$ cat src/rtl/ddr4_iod_dly_pkg.sv
// Shared encodings for the DDR4 IOD delay-line controller: command ops, status codes, FSM states.
// Optional soft tap limit is enabled in the top by defining DDR4_IOD_DLY_SOFT_LIMIT_EN.
package ddr4_iod_dly_pkg;

  localparam logic [1:0] OP_LOAD      = 2'b00;
  localparam logic [1:0] OP_MOVE_UP   = 2'b01;
  localparam logic [1:0] OP_MOVE_DOWN = 2'b10;
  localparam logic [1:0] OP_ILLEGAL   = 2'b11;

  localparam logic [1:0] STS_OK       = 2'b00;
  localparam logic [1:0] STS_OOR      = 2'b01;
  localparam logic [1:0] STS_ILLEGAL  = 2'b10;

  typedef enum logic [2:0] {
    S_IDLE,
    S_LOAD,
    S_SETUP,
    S_MOVE,
    S_GAP,
    S_DONE
  } state_t;

  // One tap step; wraps modulo 256 like the IOD tap counter.
  function automatic logic [7:0] tap_step(input logic [7:0] pos, input logic up);
    return up ? pos + 8'd1 : pos - 8'd1;
  endfunction

endpackage

$ cat src/rtl/ddr4_iod_dly_gap_cnt.sv
// Idle-gap down-counter between delay-line MOVE pulses; loads MOVE_GAP-1 so that
// zero is high on the last of MOVE_GAP gap cycles.
module ddr4_iod_dly_gap_cnt #(
  parameter int unsigned MOVE_GAP = 4
) (
  input  logic clk,
  input  logic rst_n,
  input  logic load,
  input  logic en,
  output logic zero
);

  logic [3:0] count;

  always_ff @(posedge clk or negedge rst_n) begin
    if (!rst_n) begin
      count <= 4'd0;
    end else if (load) begin
      count <= 4'(MOVE_GAP - 1);
    end else if (en && (count != 4'd0)) begin
      count <= count - 4'd1;
    end
  end

  assign zero = (count == 4'd0);

endmodule

$ cat src/rtl/ddr4_iod_dly_ctrl.sv
// DDR4 IOD delay-line controller: sequences LOAD and paced MOVE pulses and tracks tap position.
// Define DDR4_IOD_DLY_SOFT_LIMIT_EN to stop a move at tap 0 / MAX_TAP instead of wrapping.
module ddr4_iod_dly_ctrl
  import ddr4_iod_dly_pkg::*;
#(
  parameter int unsigned MOVE_GAP = 4,
  parameter logic [7:0]  LOAD_VAL = 8'd1,
  parameter logic [7:0]  MAX_TAP  = 8'd255
) (
  input  logic       FAB_CLK,
  input  logic       ARST_N,
  input  logic       cmd_valid,
  output logic       cmd_ready,
  input  logic [1:0] cmd_op,
  input  logic [7:0] cmd_taps,
  output logic       done,
  output logic [1:0] status,
  output logic [7:0] tap_pos,
  output logic       DELAY_LINE_MOVE,
  output logic       DELAY_LINE_DIRECTION,
  output logic       DELAY_LINE_LOAD,
  input  logic       DELAY_LINE_OUT_OF_RANGE
);

  state_t     state;
  logic [1:0] op_q;
  logic [7:0] taps_left;
  logic       accept;
  logic       gap_zero;
  logic       at_limit;

  assign accept = (state == S_IDLE) && cmd_valid && cmd_ready;

`ifdef DDR4_IOD_DLY_SOFT_LIMIT_EN
  assign at_limit = DELAY_LINE_DIRECTION ? (tap_pos == MAX_TAP) : (tap_pos == 8'd0);
`else
  logic unused_max_tap;
  assign at_limit       = 1'b0;
  assign unused_max_tap = ^MAX_TAP;
`endif

  ddr4_iod_dly_gap_cnt #(
    .MOVE_GAP (MOVE_GAP)
  ) u_gap_cnt (
    .clk   (FAB_CLK),
    .rst_n (ARST_N),
    .load  (state == S_MOVE),
    .en    (state == S_GAP),
    .zero  (gap_zero)
  );

  // Command payload: captured on accept, tap budget consumed once per MOVE pulse.
  always_ff @(posedge FAB_CLK) begin
    if (accept) begin
      op_q      <= cmd_op;
      taps_left <= cmd_taps;
    end else if (state == S_MOVE) begin
      taps_left <= taps_left - 8'd1;
    end
  end

  always_ff @(posedge FAB_CLK or negedge ARST_N) begin
    if (!ARST_N) begin
      state                <= S_IDLE;
      cmd_ready            <= 1'b0;
      done                 <= 1'b0;
      status               <= STS_OK;
      tap_pos              <= LOAD_VAL;
      DELAY_LINE_MOVE      <= 1'b0;
      DELAY_LINE_LOAD      <= 1'b0;
      DELAY_LINE_DIRECTION <= 1'b0;
    end else begin
      DELAY_LINE_MOVE <= 1'b0;
      DELAY_LINE_LOAD <= 1'b0;
      done            <= 1'b0;
      case (state)
        S_IDLE: begin
          if (accept) begin
            cmd_ready <= 1'b0;
            case (cmd_op)
              OP_LOAD: begin
                DELAY_LINE_LOAD <= 1'b1;
                state           <= S_LOAD;
              end
              OP_MOVE_UP: begin
                DELAY_LINE_DIRECTION <= 1'b1;
                state                <= S_SETUP;
              end
              OP_MOVE_DOWN: begin
                DELAY_LINE_DIRECTION <= 1'b0;
                state                <= S_SETUP;
              end
              // Illegal op spends its decode cycle in SETUP so it completes at t+2
              // like the other short commands; direction is left as it was.
              default: state <= S_SETUP;
            endcase
          end else begin
            cmd_ready <= 1'b1;
          end
        end
        S_LOAD: begin
          tap_pos <= LOAD_VAL;
          done    <= 1'b1;
          status  <= STS_OK;
          state   <= S_DONE;
        end
        S_SETUP: begin
          if (op_q == OP_ILLEGAL) begin
            done   <= 1'b1;
            status <= STS_ILLEGAL;
            state  <= S_DONE;
          end else if (taps_left == 8'd0) begin
            done   <= 1'b1;
            status <= STS_OK;
            state  <= S_DONE;
          end else if (at_limit) begin
            done   <= 1'b1;
            status <= STS_OOR;
            state  <= S_DONE;
          end else begin
            DELAY_LINE_MOVE <= 1'b1;
            state           <= S_MOVE;
          end
        end
        S_MOVE: begin
          tap_pos <= tap_step(tap_pos, DELAY_LINE_DIRECTION);
          state   <= S_GAP;
        end
        S_GAP: begin
          if (gap_zero) begin
            if (DELAY_LINE_OUT_OF_RANGE) begin
              // The IOD refused the last step: take it back and abort.
              tap_pos <= tap_step(tap_pos, ~DELAY_LINE_DIRECTION);
              done    <= 1'b1;
              status  <= STS_OOR;
              state   <= S_DONE;
            end else if (taps_left == 8'd0) begin
              done   <= 1'b1;
              status <= STS_OK;
              state  <= S_DONE;
            end else if (at_limit) begin
              done   <= 1'b1;
              status <= STS_OOR;
              state  <= S_DONE;
            end else begin
              DELAY_LINE_MOVE <= 1'b1;
              state           <= S_MOVE;
            end
          end
        end
        S_DONE: begin
          cmd_ready <= 1'b1;
          state     <= S_IDLE;
        end
        default: begin
          cmd_ready <= 1'b0;
          state     <= S_IDLE;
        end
      endcase
    end
  end

endmodule
$ cat config.mk
export PLATFORM = sky130hd
export DESIGN_NAME = ddr4_iod_dly_ctrl
export DESIGN_NICKNAME = d
export VERILOG_FILES = /design/src/rtl/ddr4_iod_dly_pkg.sv /design/src/rtl/ddr4_iod_dly_gap_cnt.sv /design/src/rtl/ddr4_iod_dly_ctrl.sv
export SDC_FILE = /design/constraint.sdc
export NUM_CORES = 1
export LEC_CHECK = 0
export ABC_CLOCK_PERIOD_IN_PS = 3500
export BUFFER_PORTS_ARGS = -buffer_cell sky130_fd_sc_hd__buf_2
export CAP_MARGIN = 20
export CORE_MARGIN = 2
export CORE_UTILIZATION = 60
export CTS_CLUSTER_SIZE = 28
export DETAILED_ROUTE_END_ITERATION = 7
export PLACE_DENSITY = 0.83
export REMOVE_ABC_BUFFERS = 1
export SYNTH_ARGS = -nofsm -noshare
export SYNTH_HDL_FRONTEND = slang
export SYNTH_SLANG_ARGS = --single-unit
$ cat constraint.sdc
create_clock -name FAB_CLK -period 3.5 [get_ports FAB_CLK]
set_input_delay 0.175 -clock FAB_CLK [delete_from_list [all_inputs] [get_ports FAB_CLK]]
set_output_delay 0.175 -clock FAB_CLK [all_outputs]
set_load 0.005 [all_outputs]
; ---- Word level (Yosys, flattened, before mapping)
; Index checks and enable logic that the tools add are counted.
[totals]
regBits = 32
out_inout_bits = 15
elab_cells = 81
[classes]
n_addsub = 4
n_eq_ne = 11
mux = 37
reduce_logical = 18
[op_table]
columns = operator, n
row1 = 8-bit 2-to-1 mux, 6
row2 = 8-bit one-hot mux with 3 select lines, 1
row3 = "8-bit by 1-bit subtractor with 8-bit output, second input constant", 2
row4 = 3-bit 2-to-1 mux, 5
row5 = 3-bit one-hot mux with 5 select lines, 1
row6 = 1-bit 2-to-1 mux, 12
row7 = 2-bit 2-to-1 mux, 5
row8 = "8-bit by 1-bit adder with 8-bit output, second input constant", 1
row9 = 8-bit zero test, 1
row10 = 4-bit 2-to-1 mux, 2
row11 = "3-bit by 2-bit == test with 1-bit output, second input constant", 2
row12 = "3-bit == test, second input constant", 2
row13 = "2-bit != test, second input constant", 3
row14 = 1-bit one-hot mux with 3 select lines, 2
row15 = 2-bit one-hot mux with 3 select lines, 1
row16 = 3-bit AND reduction, 2
row17 = 2-bit nonzero test, 3
row18 = 3-bit nonzero test, 2
row19 = "2-bit == test, second input constant", 2
row20 = 4-bit zero test, 1
row21 = 1-bit one-hot mux with 2 select lines, 2
row22 = 2-bit AND reduction, 2
row23 = 4-bit nonzero test, 1
row24 = 4-bit OR reduction, 1
row25 = other kinds (6), 8

; ---- Depth between registers and ports, before layout
; Gate-level depths: netlist of run 1.
[depth]
ltp_word = 5
ltp_mapped = 7

; ---- Hierarchy
; From an unflattened synthesis of run 1, not the netlist that was laid out.
[hier_totals]
hier_cells = 220
area_unflattened_um2 = 2052.0
[modules_own_cells]
columns = mod, instances, cells_each, area_per_inst_um2, seq_area_each_um2
row1 = ddr4_iod_dly_ctrl, 1, 196, 1805.5, 752.0
row2 = ddr4_iod_dly_gap_cnt, 1, 24, 246.5, 100.1

; ---- Worst setup path after synthesis of run 1
; No wires, ideal clock.
[synth_path]
path_type = register to register
startpoint = reg state[1]
endpoint = reg taps_left[0], enable pin
setup_time_ps = 334
arrival_ps = 1543
path_slack_ps = 1622
stages_incl_launch_ff = 5
cell_sequence = dfrtp_1 -> clkbuf_1 -> nor4_1 -> clkbuf_1 -> nand2b_1
[synth_via]
elab_chain_len = 4
word_cells_on_any_way = 5
classes_between = eq/ne: 1 / reduce/logical: 4
[synth_rtl]
columns = element, line
row1 = "start, declared", ddr4_iod_dly_ctrl.sv:25  ; state_t state;
row2 = "start signal, assigned", ddr4_iod_dly_ctrl.sv:64  ; state <= S_IDLE;
row3 = "start signal, assigned", ddr4_iod_dly_ctrl.sv:83  ; state <= S_LOAD;
row4 = "start signal, assigned", ddr4_iod_dly_ctrl.sv:87  ; state <= S_SETUP;
row5 = 3-bit zero test, ddr4_iod_dly_ctrl.sv:32  ; assign accept = (state == S_IDLE) && cmd_valid && cmd_ready;
row6 = 1-bit logical AND (2 in series), ddr4_iod_dly_ctrl.sv:32
row7 = 2-bit nonzero test (no line) *, -
row8 = "end signal, assigned", ddr4_iod_dly_ctrl.sv:56  ; taps_left <= cmd_taps;
row9 = "end signal, assigned", ddr4_iod_dly_ctrl.sv:58  ; taps_left <= taps_left - 8'd1;
row10 = "end, declared", ddr4_iod_dly_ctrl.sv:27  ; logic [7:0] taps_left;
; Every way passes the cells marked *; elsewhere a longest branch is shown, timed or not.
; A chain may end at the register's enable or synchronous reset.

; ---- Final worst setup path of run 1
[layout_path]
startpoint = reg state[2]
endpoint = reg tap_pos[3]
[layout_via]
elab_chain_len = 3
word_cells_on_any_way = 8
classes_between = eq/ne: 5 / mux: 1 / reduce/logical: 2
[layout_rtl]
columns = element, line
row1 = 3-bit == test (tied with other cells), ddr4_iod_dly_ctrl.sv:76  ; case (state)
row2 = 2-bit != test (no line) / 3-bit nonzero test (equally long branches), -
row3 = 3-bit AND reduction (no line), -
row4 = "end signal, assigned", ddr4_iod_dly_ctrl.sv:126  ; tap_pos <= tap_step(tap_pos, DELAY_LINE_DIRECTION);
row5 = "end signal, assigned", ddr4_iod_dly_ctrl.sv:133  ; tap_pos <= tap_step(tap_pos, ~DELAY_LINE_DIRECTION);
row6 = "end, declared", ddr4_iod_dly_ctrl.sv:18  ; output logic [7:0] tap_pos,
; Several ways; a longest one is shown, not always the timed one.

==> results.txt, run 1 <==
Traced cell by cell, the critical path runs through and3b_1, mux2i_4, inv_1, a221oi_1, a21oi_1. The I/O pin count is 29. The clock net in this run drives a total of 32 sinks.

For the final database, setup skew stands at 0.00580 ns. The post-route setup TNS is 0 ns. The fmax came out at 504 MHz. The effective utilization at floorplan came out at 63.8%.

In this run, the number of DRC markers left after iteration 0 of detailed routing was 188. After layout, the design draws a total of 1.77 mW. After global routing the overflow that remains totals 0. The via count is 1667.

The post-detailed-route count of antenna-violating nets is 0. The time the worst path needs with I/O delays and setup came out at 1.98 ns. The flow ran to the end, and the final reports show no timing, DRC or antenna violations. The final count of negative-setup-slack endpoints is 0.

The async set-reset flop share out of synthesis came out at 68.8%. The via count normalized by instance count came out at 5.89. The most used flip-flop cell after synthesis is sky130_fd_sc_hd__dfrtp_1. The post-detailed-route wirelength per cell is 14.5 µm. The post-CTS resize count is 0.

The leakage dissipation is 0.966 nW. The number of antenna violations at the first check in global routing is 0. The share of cells above drive strength 1 is 20.5%.

The critical path class is reg -> reg. The final cycle utilization of the critical path came out at 56.7%. The min-delay analysis places its worst path in the category in -> reg. The maximum root-to-sink buffer count came out at 2. The cell area after synthesis came out at 0.00196 mm². The count of filler cells inserted in the layout is 258.

The first global-routing pass estimated 7090 µm of wire. Entering global routing, the biggest net connects 23 pins. The tree is rooted in a sky130_fd_sc_hd__clkbuf_4. For this run, design rule violations remaining after detail routing come to 0. The element type at the critical path end is a flip-flop. The later pin in the worst-skew pair is clocked with a latency of 0.33 ns. The total core area is 0.00308 mm². The number of hold-repair buffers added at the cts stage came out at 1. From bottom edge to top edge, the die measures 61.2 µm.

The number of max-slew violations in the final report came out at 0. The register area came out at 852 µm². Setup repair after global routing left no endpoint under its margin. The worst-case IR drop observed on VDD is 0.412 mV. The number of hold violations in the final report came out at 0. After synthesis, the largest family of logic cells by area is simple AND/OR/NAND/NOR gates. The largest area contributor in the synthesized netlist is sky130_fd_sc_hd__dfrtp_1. The synthesized flop and latch total is 32. The number of global-route vias before repair came out at 1553.

The final layout contains routed wiring with a total length of 4100 µm. The critical path buffer and inverter count is 1. The average cell area after synthesis came out at 9.54 µm². The area growth from synthesis to layout is 12.9%. The worst hold slack came out at 0.0520 ns. The first detailed-routing pass took 4 iterations.

The post-detailed-placement half-perimeter wirelength is 2940 µm. The level count of the clock H-tree came out at 2. The placed cell count is 273.

The count of non-filler cells in the finished layout came out at 283. The total of buffers placed on input and output ports came out at 28. The slowest cell on the critical path is sky130_fd_sc_hd__dfrtp_1. After Yosys synthesis, XOR and XNOR cells account for 4.46% of the synthesized area. The fraction of the mapped netlist area in compound gates is 19.0%. The chip width is 61.2 µm.

The worst setup path is launched from a flip-flop. The share of the synthesized area in the top cell type came out at 26.8%. Of the synthesized area, sequential elements account for 43.4%. Synthesis produced a netlist whose cell count is 206.

In the synthesized netlist, the cells that appear most often are sky130_fd_sc_hd__nand2_1, sky130_fd_sc_hd__dfrtp_1, sky130_fd_sc_hd__o21ai_0. The floorplan step defined a die boundary enclosing 0.00375 mm². Summing the areas of all fa, ha and maj instances in the mapped netlist gives 5.10% of the synthesized area. The max-cap violation count is 0. TritonCTS built the clock tree. The basic-gate share of the synthesized area counting and, or, nand and nor cells came out at 22.2%. Global routing consumed, over all layers together, 26.6% of the routing resources. In this run the worst path has a maximum fanout of 17. The actual transition at the worst max-transition pin is 0.546 ns.

The number of different library cells used by synthesis comes to 44. The arrival time at the worst endpoint is 2.20 ns. The antenna diode count came out at 0.

The yosys synthesis warning count came out at 0. The placement row count is 20. The total setup buffers inserted after CTS came out at 0. The post-synthesis mux area share is 2.29%. For this design the ratio of total power to cell area is 800 mW/mm². Summing all multi-input logic gate instances after layout gives 0.00105 mm².

The net count of the finished layout is 260. The global placer's final weighted congestion is 0.986. The most repeated cell in the gate-level netlist after synthesis is sky130_fd_sc_hd__nand2_1.

The worst endpoint required time came out at 3.72 ns. On the critical path the largest part of the delay comes from flip-flops. The worst pin sits at a relative slew slack of 63.2%. The number of enable flip-flop cells after synthesis came out at 10. In this design, the stage delay of the slowest critical-path cell is 0.65 ns. After clock tree synthesis, the clock-pin slew on the worst setup and hold paths is 0.10 ns. The number of buffers created by CTS is 5. In the post-synthesis netlist, the biggest area contributors are sky130_fd_sc_hd__dfrtp_1, sky130_fd_sc_hd__edfxtp_1, sky130_fd_sc_hd__ha_1, sky130_fd_sc_hd__o21ai_0, sky130_fd_sc_hd__nand2_1.
==> final cells by class <==
type	count	area share [%]
well taps	44	2.48
clock buffers	7	2.03
multi-input cells	156	47.3
repair buffers	31	7.56
inverters	12	2.03
flip-flops and latches	32	38.4
clock inverters	1	0.169
==> routing by layer <==
metal | vias to the layer above | routed length [µm] | GRT usage, %
li1 | 809 | - | -
met1 | 792 | 1800 | 35.5
met2 | 62 | 2040 | 41.5
met3 | 4 | 246 | 8.61
met4 | 0 | 23 | 8.07
met5 | - | 0 | 0
==> state kept, by name, summed over array words and instances, names as in the netlist <==
register	count
op_q	2
tap_pos	8
done	1
DELAY_LINE_DIRECTION	1
DELAY_LINE_LOAD	1
u_gap_cnt.count	4
status	2
cmd_ready	1
state	3
DELAY_LINE_MOVE	1
taps_left	8
==> cells in the final DEF, fill, tap and decap left out, types with 2 or more instances in the layout <==
master                          Yosys  layout
sky130_fd_sc_hd__buf_2              1      28
sky130_fd_sc_hd__nand2_1           22      22
sky130_fd_sc_hd__dfrtp_1           21      21
sky130_fd_sc_hd__o21ai_0           18      18
sky130_fd_sc_hd__nor2_1            16      16
sky130_fd_sc_hd__a21oi_1           16      16
sky130_fd_sc_hd__inv_1             12      12
sky130_fd_sc_hd__edfxtp_1          10      10
sky130_fd_sc_hd__nand3_1            9       9
sky130_fd_sc_hd__ha_1               8       8
sky130_fd_sc_hd__xnor2_1            7       7
sky130_fd_sc_hd__o22ai_1            6       6
sky130_fd_sc_hd__nor3_1             5       5
sky130_fd_sc_hd__clkbuf_4           0       5
sky130_fd_sc_hd__nand2b_1           4       4
sky130_fd_sc_hd__o31ai_1            4       4
sky130_fd_sc_hd__and3_1             3       3
sky130_fd_sc_hd__nor4_2             2       3
sky130_fd_sc_hd__xor2_1             3       3
sky130_fd_sc_hd__o211ai_1           2       2
sky130_fd_sc_hd__nor3b_1            2       2
sky130_fd_sc_hd__mux2i_4            2       2
sky130_fd_sc_hd__or3_4              2       2
sky130_fd_sc_hd__a221oi_1           2       2
sky130_fd_sc_hd__a22oi_1            2       2
sky130_fd_sc_hd__o21ai_1            2       2
sky130_fd_sc_hd__a31oi_1            2       2
sky130_fd_sc_hd__clkbuf_1           5       2
sky130_fd_sc_hd__dlygate4sd3_1      0       2
==> where the power goes <==
part | switching [mW] | internal [mW]
Combinational | 0.444 | 0.366
Clock | 0.124 | 0.0772
Sequential | 0.205 | 0.558
Total | 0.773 | 1.00
==> per-stage QoR <==
stage | setup WS [ns] | area [µm²] | utilization, %
after floorplan | 0.729 | 1940 | -
after global placement | 1.61 | 2150 | 69.8
after detailed placement | 1.56 | 2150 | 69.8
after CTS | 1.55 | 2210 | 71.7
after global routing | 1.35 | 2220 | 72.1
final | 1.52 | 2220 | 72.1
==> cells by family (layout without fill, tap and decap cells) <==
group / count (synthesis) / after routing
simple gates: 77 / 77
buf+inv: 18 / 51
flops: 32 / 32
mux: 2 / 2
fa+ha+maj: 8 / 8
compound gates: 59 / 59
xor+xnor: 10 / 10
==> worst paths after layout <==
path / from / end / slack [ns] / depth (start not counted)
max reg2reg: state[2] / tap_pos[3] / 1.52 / 5
max: state[2] / tap_pos[3] / 1.52 / 5
min: cmd_op[1] / op_q[1] / 0.05 / 1
min in group asynchronous: ARST_N / done / 0.33 / 2
min reg2reg: tap_pos[7] / tap_pos[7] / 0.50 / 1
max in group asynchronous: ARST_N / tap_pos[0] / 2.80 / 2
Power figures use the tool's default switching activity.
==> run 2, diff against run 1 <==
--- a/config.mk
+++ b/config.mk
@@ -5,14 +5,15 @@
 export SDC_FILE = /design/constraint.sdc
 export NUM_CORES = 1
 export LEC_CHECK = 0
-export ABC_CLOCK_PERIOD_IN_PS = 3500
+export ABC_AREA = 1
+export ABC_CLOCK_PERIOD_IN_PS = 1800
 export BUFFER_PORTS_ARGS = -buffer_cell sky130_fd_sc_hd__buf_2
 export CAP_MARGIN = 20
 export CORE_MARGIN = 2
-export CORE_UTILIZATION = 60
+export CORE_UTILIZATION = 52
 export CTS_CLUSTER_SIZE = 28
 export DETAILED_ROUTE_END_ITERATION = 7
-export PLACE_DENSITY = 0.83
+export PLACE_DENSITY = 0.76
 export REMOVE_ABC_BUFFERS = 1
 export SYNTH_ARGS = -nofsm -noshare
 export SYNTH_HDL_FRONTEND = slang
==> constraint.sdc (replaced) <==
create_clock -name FAB_CLK -period 1.8 [get_ports FAB_CLK]
set_input_delay 0.09 -clock FAB_CLK [delete_from_list [all_inputs] [get_ports FAB_CLK]]
set_output_delay 0.09 -clock FAB_CLK [all_outputs]
set_load 0.005 [all_outputs]
==> results.txt, run 2 <==
The final cycle utilization of the critical path came out at 89.4%. In the synthesized netlist, mux cells make up 0% of the area. The count of nets after finishing is 347. The synthesized-area fraction occupied by xor and xnor cells came out at 3.32%. Of all flip-flops after synthesis, the portion carrying an async set or reset was 68.8%.

The hold-critical path depth came out at 1. The fmax is 621 MHz. For this block, the initial DRC count from the detailed router was 122. The post-detailed-route wirelength per cell came out at 11.4 µm. The height of the chip is 67.8 µm. The number of hold violations in the final report came out at 0.

The synthesized netlist occupies a cell area of 0.00211 mm². The max-cap violation count is 0. The maximum root-to-sink buffer count came out at 2. The fraction of the mapped netlist area in compound gates is 8.23%. The first global-routing pass estimated 7450 µm of wire. For the worst-skew pair, the clock arrives at the later sink with an insertion delay of 0.28 ns. The setup clock skew after layout came out at 0.00638 ns.

The maximum fanout count along the critical path came out at 8. The initial utilization of the core area, before any placement, comes to 53.6%. The relative contribution of sequential cells to total power is 34.1%. Headroom to the max-slew limit came out at 64.6%. In this run the remaining antenna-violating nets after routing total 0.

The count of buffers added on input and output ports is 28. The sequential area share after synthesis is 40.3%. The placement row count came out at 23. Summed over all cells, the static leakage comes to 1.26 nW. The layout-stage area growth over the synthesis result is 14.3%. The worst hold slack came out at 0.0191 ns.

The basic-gate share of the synthesized area counting and, or, nand and nor cells is 34.1%. Once layout is complete, the utilization of the core stands at 61.3%. Yosys instantiated no cell more often than sky130_fd_sc_hd__nand2_1. The number of antenna violations at the first check in global routing is 0. Global routing used 21.9% of the available tracks across all layers. The peak ir drop on the vdd network came out at 0.810 mV. The maximum number of pins on one net before global-route repair came out at 23. Setup violations remaining at the end of the flow were counted as 0. The actual transition at the worst max-transition pin is 0.531 ns. The average cell area after synthesis came out at 7.31 µm².

The library cell used most frequently in the layout, excluding fill and tap cells, is sky130_fd_sc_hd__nand2_1. The share of cells above drive strength 1 is 16.9%. The final routed wirelength across all metal layers came out at 4300 µm.

The count of mapped cells out of synthesis is 289. The largest registers in the layout are tap_pos: 8 flops, taps_left: 8 flops, u_gap_cnt.count: 4 flops. The share of the synthesized area in the top cell type came out at 24.9%. Yosys attributes the largest share of cell area to sky130_fd_sc_hd__dfrtp_1, sky130_fd_sc_hd__nand2_1, sky130_fd_sc_hd__edfxtp_1, sky130_fd_sc_hd__inv_1, sky130_fd_sc_hd__nand3_1. The path depth of the worst reg2reg path came out at 5. The adder-cell share of the synthesized area came out at 4.74%. The worst endpoint required time is 1.74 ns. Cell internal power was estimated by the tool at 2.22 mW. Yosys printed 0 warnings. The post-route setup TNS is 0 ns. The number of buffers created by CTS is 5. Summed over all nets, the switching power comes to 1.85 mW.

The startpoint type of the worst setup path is a flip-flop. The time the worst path needs with I/O delays and setup came out at 1.61 ns. The net switching fraction of the power is 45.4%.

Data on the critical path arrives at its endpoint at 1.55 ns. The overall die area is 0.00459 mm². The H-tree generated during clock tree synthesis spans 2 levels. The share of total power dissipated in the clock network is 13.8%. The post-detailed-placement half-perimeter wirelength is 3290 µm. Setup repair after global routing left no endpoint under its margin. The die is 67.8 µm wide. The element type at the critical path end is a flip-flop. For this run, design rule violations remaining after detail routing come to 0.

The synthesized design contains 32 register bits. The total design power came out at 4.07 mW. By area, the combinational part of the netlist is dominated by simple AND/OR/NAND/NOR gates.

The antenna diode count is 0. The number of global-route vias before repair is 1685. The length of the first detailed-routing pass in iterations is 4. The path class of the lowest-slack min-delay path is in -> reg.

The via count normalized by instance count came out at 5.00. For this design the top-level I/O count stands at 29. The final global-route overflow total is 0. Dividing total power by cell area gives a power density of 1690 mW/mm². The most used flip-flop cell after synthesis is sky130_fd_sc_hd__dfrtp_1. The number of max-slew violations in the final report came out at 0.

After layout, the worst setup slack is 0.190 ns. The tree is rooted in a sky130_fd_sc_hd__clkbuf_8. The setup slack after placement is 0.205 ns.

The part of the total power dissipated in combinational logic is 52.1%. The run finished with clean final reports. The worst setup path is of the reg -> reg kind. In this run, synthesis inferred 10 flip-flops with an integrated enable.

The register clock-pin slew on the reported worst setup and hold paths came out at 0.07 ns. At the end of routability-driven placement, the weighted congestion stood at 0.826. Counting instances in the post-synthesis netlist gives the leading cell types as sky130_fd_sc_hd__nand2_1, sky130_fd_sc_hd__inv_1, sky130_fd_sc_hd__nor2_1.

The tree built by TritonCTS fans out to 32 sinks. The number of distinct library cells after synthesis is 28. The top cell types in the final layout, fill and taps aside, are sky130_fd_sc_hd__nand2_1, sky130_fd_sc_hd__inv_1, sky130_fd_sc_hd__nor2_1. The largest area contributor in the synthesized netlist is sky130_fd_sc_hd__dfrtp_1. TritonCTS built the clock tree. For this block, the via count after detailed routing is 1881.

The total area inside the core boundary comes to 0.00394 mm².
run 2: path summary, 6_finish.rpt:
kind	start	endpoint	slack, ns
min in group asynchronous	ARST_N	tap_pos[4]	0.32
min reg2reg	status[1]	status[1]	0.51
max	state[1]	taps_left[6]	0.19
max reg2reg	state[1]	taps_left[6]	0.19
min	cmd_op[1]	op_q[1]	0.02
max in group asynchronous	ARST_N	tap_pos[5]	1.12
run 2: repair_timing:
action,in CTS,in global routing
buffers inserted,0,2
gates resized for setup,0,0
hold buffers,2,0
endpoints found under the hold margin,22,0
endpoints found under the setup margin,0,2
run 2: area by class of cell:
cell class,count,area [µm²]
multi-input cells,212,1060
clock buffers,6,82.6
flip-flops and latches,32,852
repair buffers,34,190
clock inverters,2,10.0
fillers,369,1530
well taps,50,62.6
inverters,40,153
run 2: per-stage QoR:
stage | area, µm² | std cells
after floorplan | 2070 | 284
after global placement | 2290 | 364
after detailed placement | 2290 | 364
after CTS | 2400 | 374
after global routing | 2410 | 376
final | 2410 | 376
run 2: cell families (layout without fill, tap and decap cells):
logic type	count (synthesis)	in the layout
buffers and inverters	45	82
AOI/OAI and AO/OA	33	33
and+or+nand+nor	163	163
adders and majority gates	8	8
DFF	32	32
xor gates and xnor gates	8	8
run 2: power by group through the flow:
| stage | logic [mW] | clock network [mW] | registers [mW] |
|---|---|---|---|
| detailed placement | 2.07 | 0 | 1.40 |
| global route | 2.48 | 0.624 | 1.43 |
| CTS | 2.08 | 0.576 | 1.39 |
| floorplan | 1.57 | 0 | 1.36 |
| global placement | 2.03 | 0 | 1.39 |
| finish | 2.12 | 0.561 | 1.39 |
run 2: per-layer routing:
metal	part of all wire, %	up-vias	global-route usage [%]	routed length, µm
li1	-	985	-	-
met1	48	838	28.6	2050
met2	46	51	35.4	1980
met3	4.7	7	5.67	204
met4	1.4	0	6.89	59
met5	0	-	0	0
run 2: worst max-delay path, stage by stage, from the launching register on:
cell and delay, ns:
sky130_fd_sc_hd__dfrtp_1 0.43, sky130_fd_sc_hd__nor2_2 0.19, sky130_fd_sc_hd__nand2_1 0.16, sky130_fd_sc_hd__nor2_4 0.12
sky130_fd_sc_hd__inv_1 0.08, sky130_fd_sc_hd__nand2_1 0.29
==> run 3, diff against run 2 <==
--- a/config.mk
+++ b/config.mk
@@ -17,4 +17,5 @@
 export REMOVE_ABC_BUFFERS = 1
 export SYNTH_ARGS = -nofsm -noshare
 export SYNTH_HDL_FRONTEND = slang
+export SYNTH_HIERARCHICAL = 1
 export SYNTH_SLANG_ARGS = --single-unit
==> results.txt, run 3 <==
The count of filler cells inserted in the layout came out at 368. The final routed wirelength across all metal layers came out at 4370 µm. The antenna diode count came out at 0.

The layout-stage area growth over the synthesis result is 15.1%. Traced cell by cell, the critical path runs through inv_1, ha_1, nand2_1, inv_1, a21oi_4, nor2_8, inv_6, nor2_2, a21oi_2. The final count of negative-setup-slack endpoints is 0. The post-detailed-placement half-perimeter wirelength is 3390 µm. The total non-filler cell area in the finished layout is 0.00246 mm². The actual transition at the worst max-transition pin is 0.510 ns.

Leaving out fill and tap cells, the most frequent cell in the layout is sky130_fd_sc_hd__nand2_1. The total setup buffers inserted after CTS is 0. Global routing consumed, over all layers together, 21.5% of the routing resources.

The number of hold-repair buffers added at the cts stage is 2. For this design the ratio of total power to cell area is 1740 mW/mm². The number of hold violations in the final report is 0. The floorplan step defined a die boundary enclosing 0.00464 mm².

The chip width is 68.1 µm. The placed cell count came out at 367. The maximum fanout count along the critical path is 9. The leakage dissipation is 1.28 nW. The tightest min-delay check is of the in -> reg type. STA classifies the critical path endpoint as a flip-flop.

The number of global-route vias before repair was 1839. The startpoint type of the worst setup path is a flip-flop. At the worst endpoint, the required time is 1.97 ns.

The number of enable flip-flop cells after synthesis is 10. The worst register-to-register path ends at tap_pos[2]. Counting along the longest clock path gives a buffer depth of 2. The end of the worst hold path is op_q[1]. The global-route wire length before repair came out at 7450 µm. The hold-critical path depth came out at 1.

The final cycle utilization of the critical path is 90.2%. The count of non-filler cells in the finished layout came out at 377. The setup clock skew after layout came out at 0.00391 ns. In the final layout, the registers with the most flip-flops are tap_pos: 8 flops, taps_left: 8 flops, u_gap_cnt/count: 4 flops. The maximum number of pins on one net before global-route repair came out at 23. The tree is rooted in a sky130_fd_sc_hd__clkbuf_8. The peak ir drop on the vdd network is 1.05 mV. In this run the standard cell core region covers 0.00397 mm². The startpoint of the worst hold path is cmd_op[1]. The average cell area after synthesis is 7.42 µm². After synthesis, the cell types taking the most area are sky130_fd_sc_hd__dfrtp_1, sky130_fd_sc_hd__nand2_1, sky130_fd_sc_hd__edfxtp_1, sky130_fd_sc_hd__inv_1, sky130_fd_sc_hd__nand3_1. The critical path class is reg -> reg.

The fmax is 616 MHz. Among all flip-flop cells after synthesis, the most frequent one is sky130_fd_sc_hd__dfrtp_1. The largest area contributor in the synthesized netlist is sky130_fd_sc_hd__dfrtp_1.

The number of remaining DRC errors is 0. The first-iteration detailed-routing DRC count came out at 104. The clock tree from TritonCTS is done. The placed instances occupy a cell area of 0.00235 mm².

The height of the chip is 68.1 µm. Counting flops with an async set or reset pin after synthesis yields a share of 68.8%. For the finished layout, the period the worst path requires is 1.62 ns. The clock sink total is 32. The count of nets after finishing is 348.

Summed over all failing endpoints, the final setup total negative slack is 0 ns. After global routing the overflow that remains totals 0. The level count of the clock H-tree came out at 2. The cell area that synthesis handed to floorplanning was 0.00214 mm². The clock latency reported for the late side of the worst-skew pair is 0.28 ns. Clock-pin slew was measured on the worst setup and hold paths at 0.06 ns. The yosys synthesis warning count came out at 6. The run finished with clean final reports. The path depth of the worst reg2reg path came out at 9. The startpoint identified for the worst register-to-register timing path is u_gap_cnt/count[0]. Setup repair after global routing left no endpoint under its margin. The total of buffers placed on input and output ports came out at 28. Sequential elements use 39.9% of the synthesized area. Sorting the synthesized cells by how often they occur yields sky130_fd_sc_hd__nand2_1, sky130_fd_sc_hd__inv_1, sky130_fd_sc_hd__nor2_1. The share of the synthesized area in the top cell type is 24.6%. The effective utilization at floorplan came out at 53.8%. Among the stages of the critical path, the cell type that occurs most often is sky130_fd_sc_hd__inv_1.

The share of cells above drive strength 1 is 16.8%. The synthesized design contains 32 register bits. The worst hold slack is 0.0149 ns. The library cells used most frequently in the layout, excluding fill and tap cells, are sky130_fd_sc_hd__nand2_1, sky130_fd_sc_hd__inv_1, sky130_fd_sc_hd__nor2_1, sky130_fd_sc_hd__buf_2, sky130_fd_sc_hd__nand3_1. The slowest cell on the critical path is sky130_fd_sc_hd__dfrtp_1.

The I/O pin count came out at 29. The global placer's final weighted congestion came out at 0.800. The count of mapped cells out of synthesis is 288. The arrival time at the worst endpoint is 1.79 ns. The detailed router placed 1932 vias in this run.

The number of antenna violations at the first check in global routing is 0. The post-detailed-route count of antenna-violating nets came out at 0. The register area came out at 852 µm². The most repeated cell in the gate-level netlist after synthesis is sky130_fd_sc_hd__nand2_1. The post-CTS resize count is 0.

The worst-case headroom to the max-slew limit is 66.0%. The placement row count came out at 23. Using the TritonRoute via totals, the vias-per-cell ratio works out to 5.12. Dividing the detail-routed wire length by the instance count gives 11.6 µm. The peak per-stage delay on the critical path is 0.37 ns. The number of buffers created by CTS came out at 5. The number of distinct library cells after synthesis is 33. Setup slack on the worst reg-to-reg path comes out at 0.18 ns. The number of max-slew violations in the final report came to 0. The multi-input logic area is 0.00109 mm². The length of the first detailed-routing pass in iterations is 4. The max-cap violation count is 0.
[run 3: changes by cell type after synthesis, sizes merged, moves of 2 or more]
cell    change
nand2       -7
o211ai      +2
nand4       +2
buf         -2
nor3        +2
inv         +8
a21oi       +4
o21ai       -8
nand3       -3
[run 3: how the worst max path moves through the flow]
| stage | startpoint | endpoint | slack [ns] | depth (start not counted) |
|---|---|---|---|---|
| 2_1_floorplan | state[0] | taps_left[0] | -0.02 | 5 |
| 3_3_place_gp | u_gap_cnt/count[0] | tap_pos[2] | 0.27 | 9 |
| 3_5_place_dp | u_gap_cnt/count[0] | tap_pos[2] | 0.18 | 9 |
| 4_1_cts | u_gap_cnt/count[0] | tap_pos[2] | 0.17 | 9 |
| 5_1_grt | u_gap_cnt/count[0] | tap_pos[3] | 0.04 | 9 |
| 6_report | u_gap_cnt/count[0] | tap_pos[2] | 0.18 | 9 |
[run 3: final cells by class]
class                   count  area share [%]
repair buffers             33            7.43
flip-flops and latches     32            34.6
clock buffers               8            3.66
well taps                  50            2.54
multi-input cells         206            44.2
inverters                  48            7.53
[run 3: worst max-delay path: cells and delay by family, from the launching register on]
family / cells / cell delay, ns
fa+ha+maj: 1 / 0.24
flops: 1 / 0.37
simple gates: 3 / 0.39
compound gates: 2 / 0.15
buf+inv: 3 / 0.35
[run 3: logic make-up after synthesis]
logic type               after synthesis  synth area share [%]
buffers and inverters                 50                  9.25
AO/OA/AOI/OAI                         32                  9.37
XOR/XNOR                               7                  2.87
flip-flops                            32                  39.9
AND/OR/NAND/NOR                      159                  34.0
adder cells (fa/ha/maj)                8                  4.68
[run 3: through the flow]
stage / utilization, % / worst slack [ns] / power, mW
floorplan: - / -0.0190 / 3.11
global placement: 59.2 / 0.267 / 3.67
detailed placement: 59.2 / 0.183 / 3.74
CTS: 61.9 / 0.173 / 4.32
global route: 61.9 / 0.0405 / 4.75
finish: 61.9 / 0.177 / 4.29
[run 3: where the power goes]
part           internal (mW)  switching (mW)
logic                  0.865            1.42
registers               1.11           0.330
clock network          0.312           0.249
total                   2.28            2.00
[run 3: routing by layer]
| metal | wire [µm] | vias to the layer above | GRT usage (%) |
|---|---|---|---|
| met2 | 2200 | 43 | 38.6 |
| met1 | 2000 | 888 | 25.9 |
| li1 | - | 994 | - |
| met4 | 52 | 0 | 7.75 |
| met5 | 0 | - | 0 |
| met3 | 112 | 7 | 3.45 |
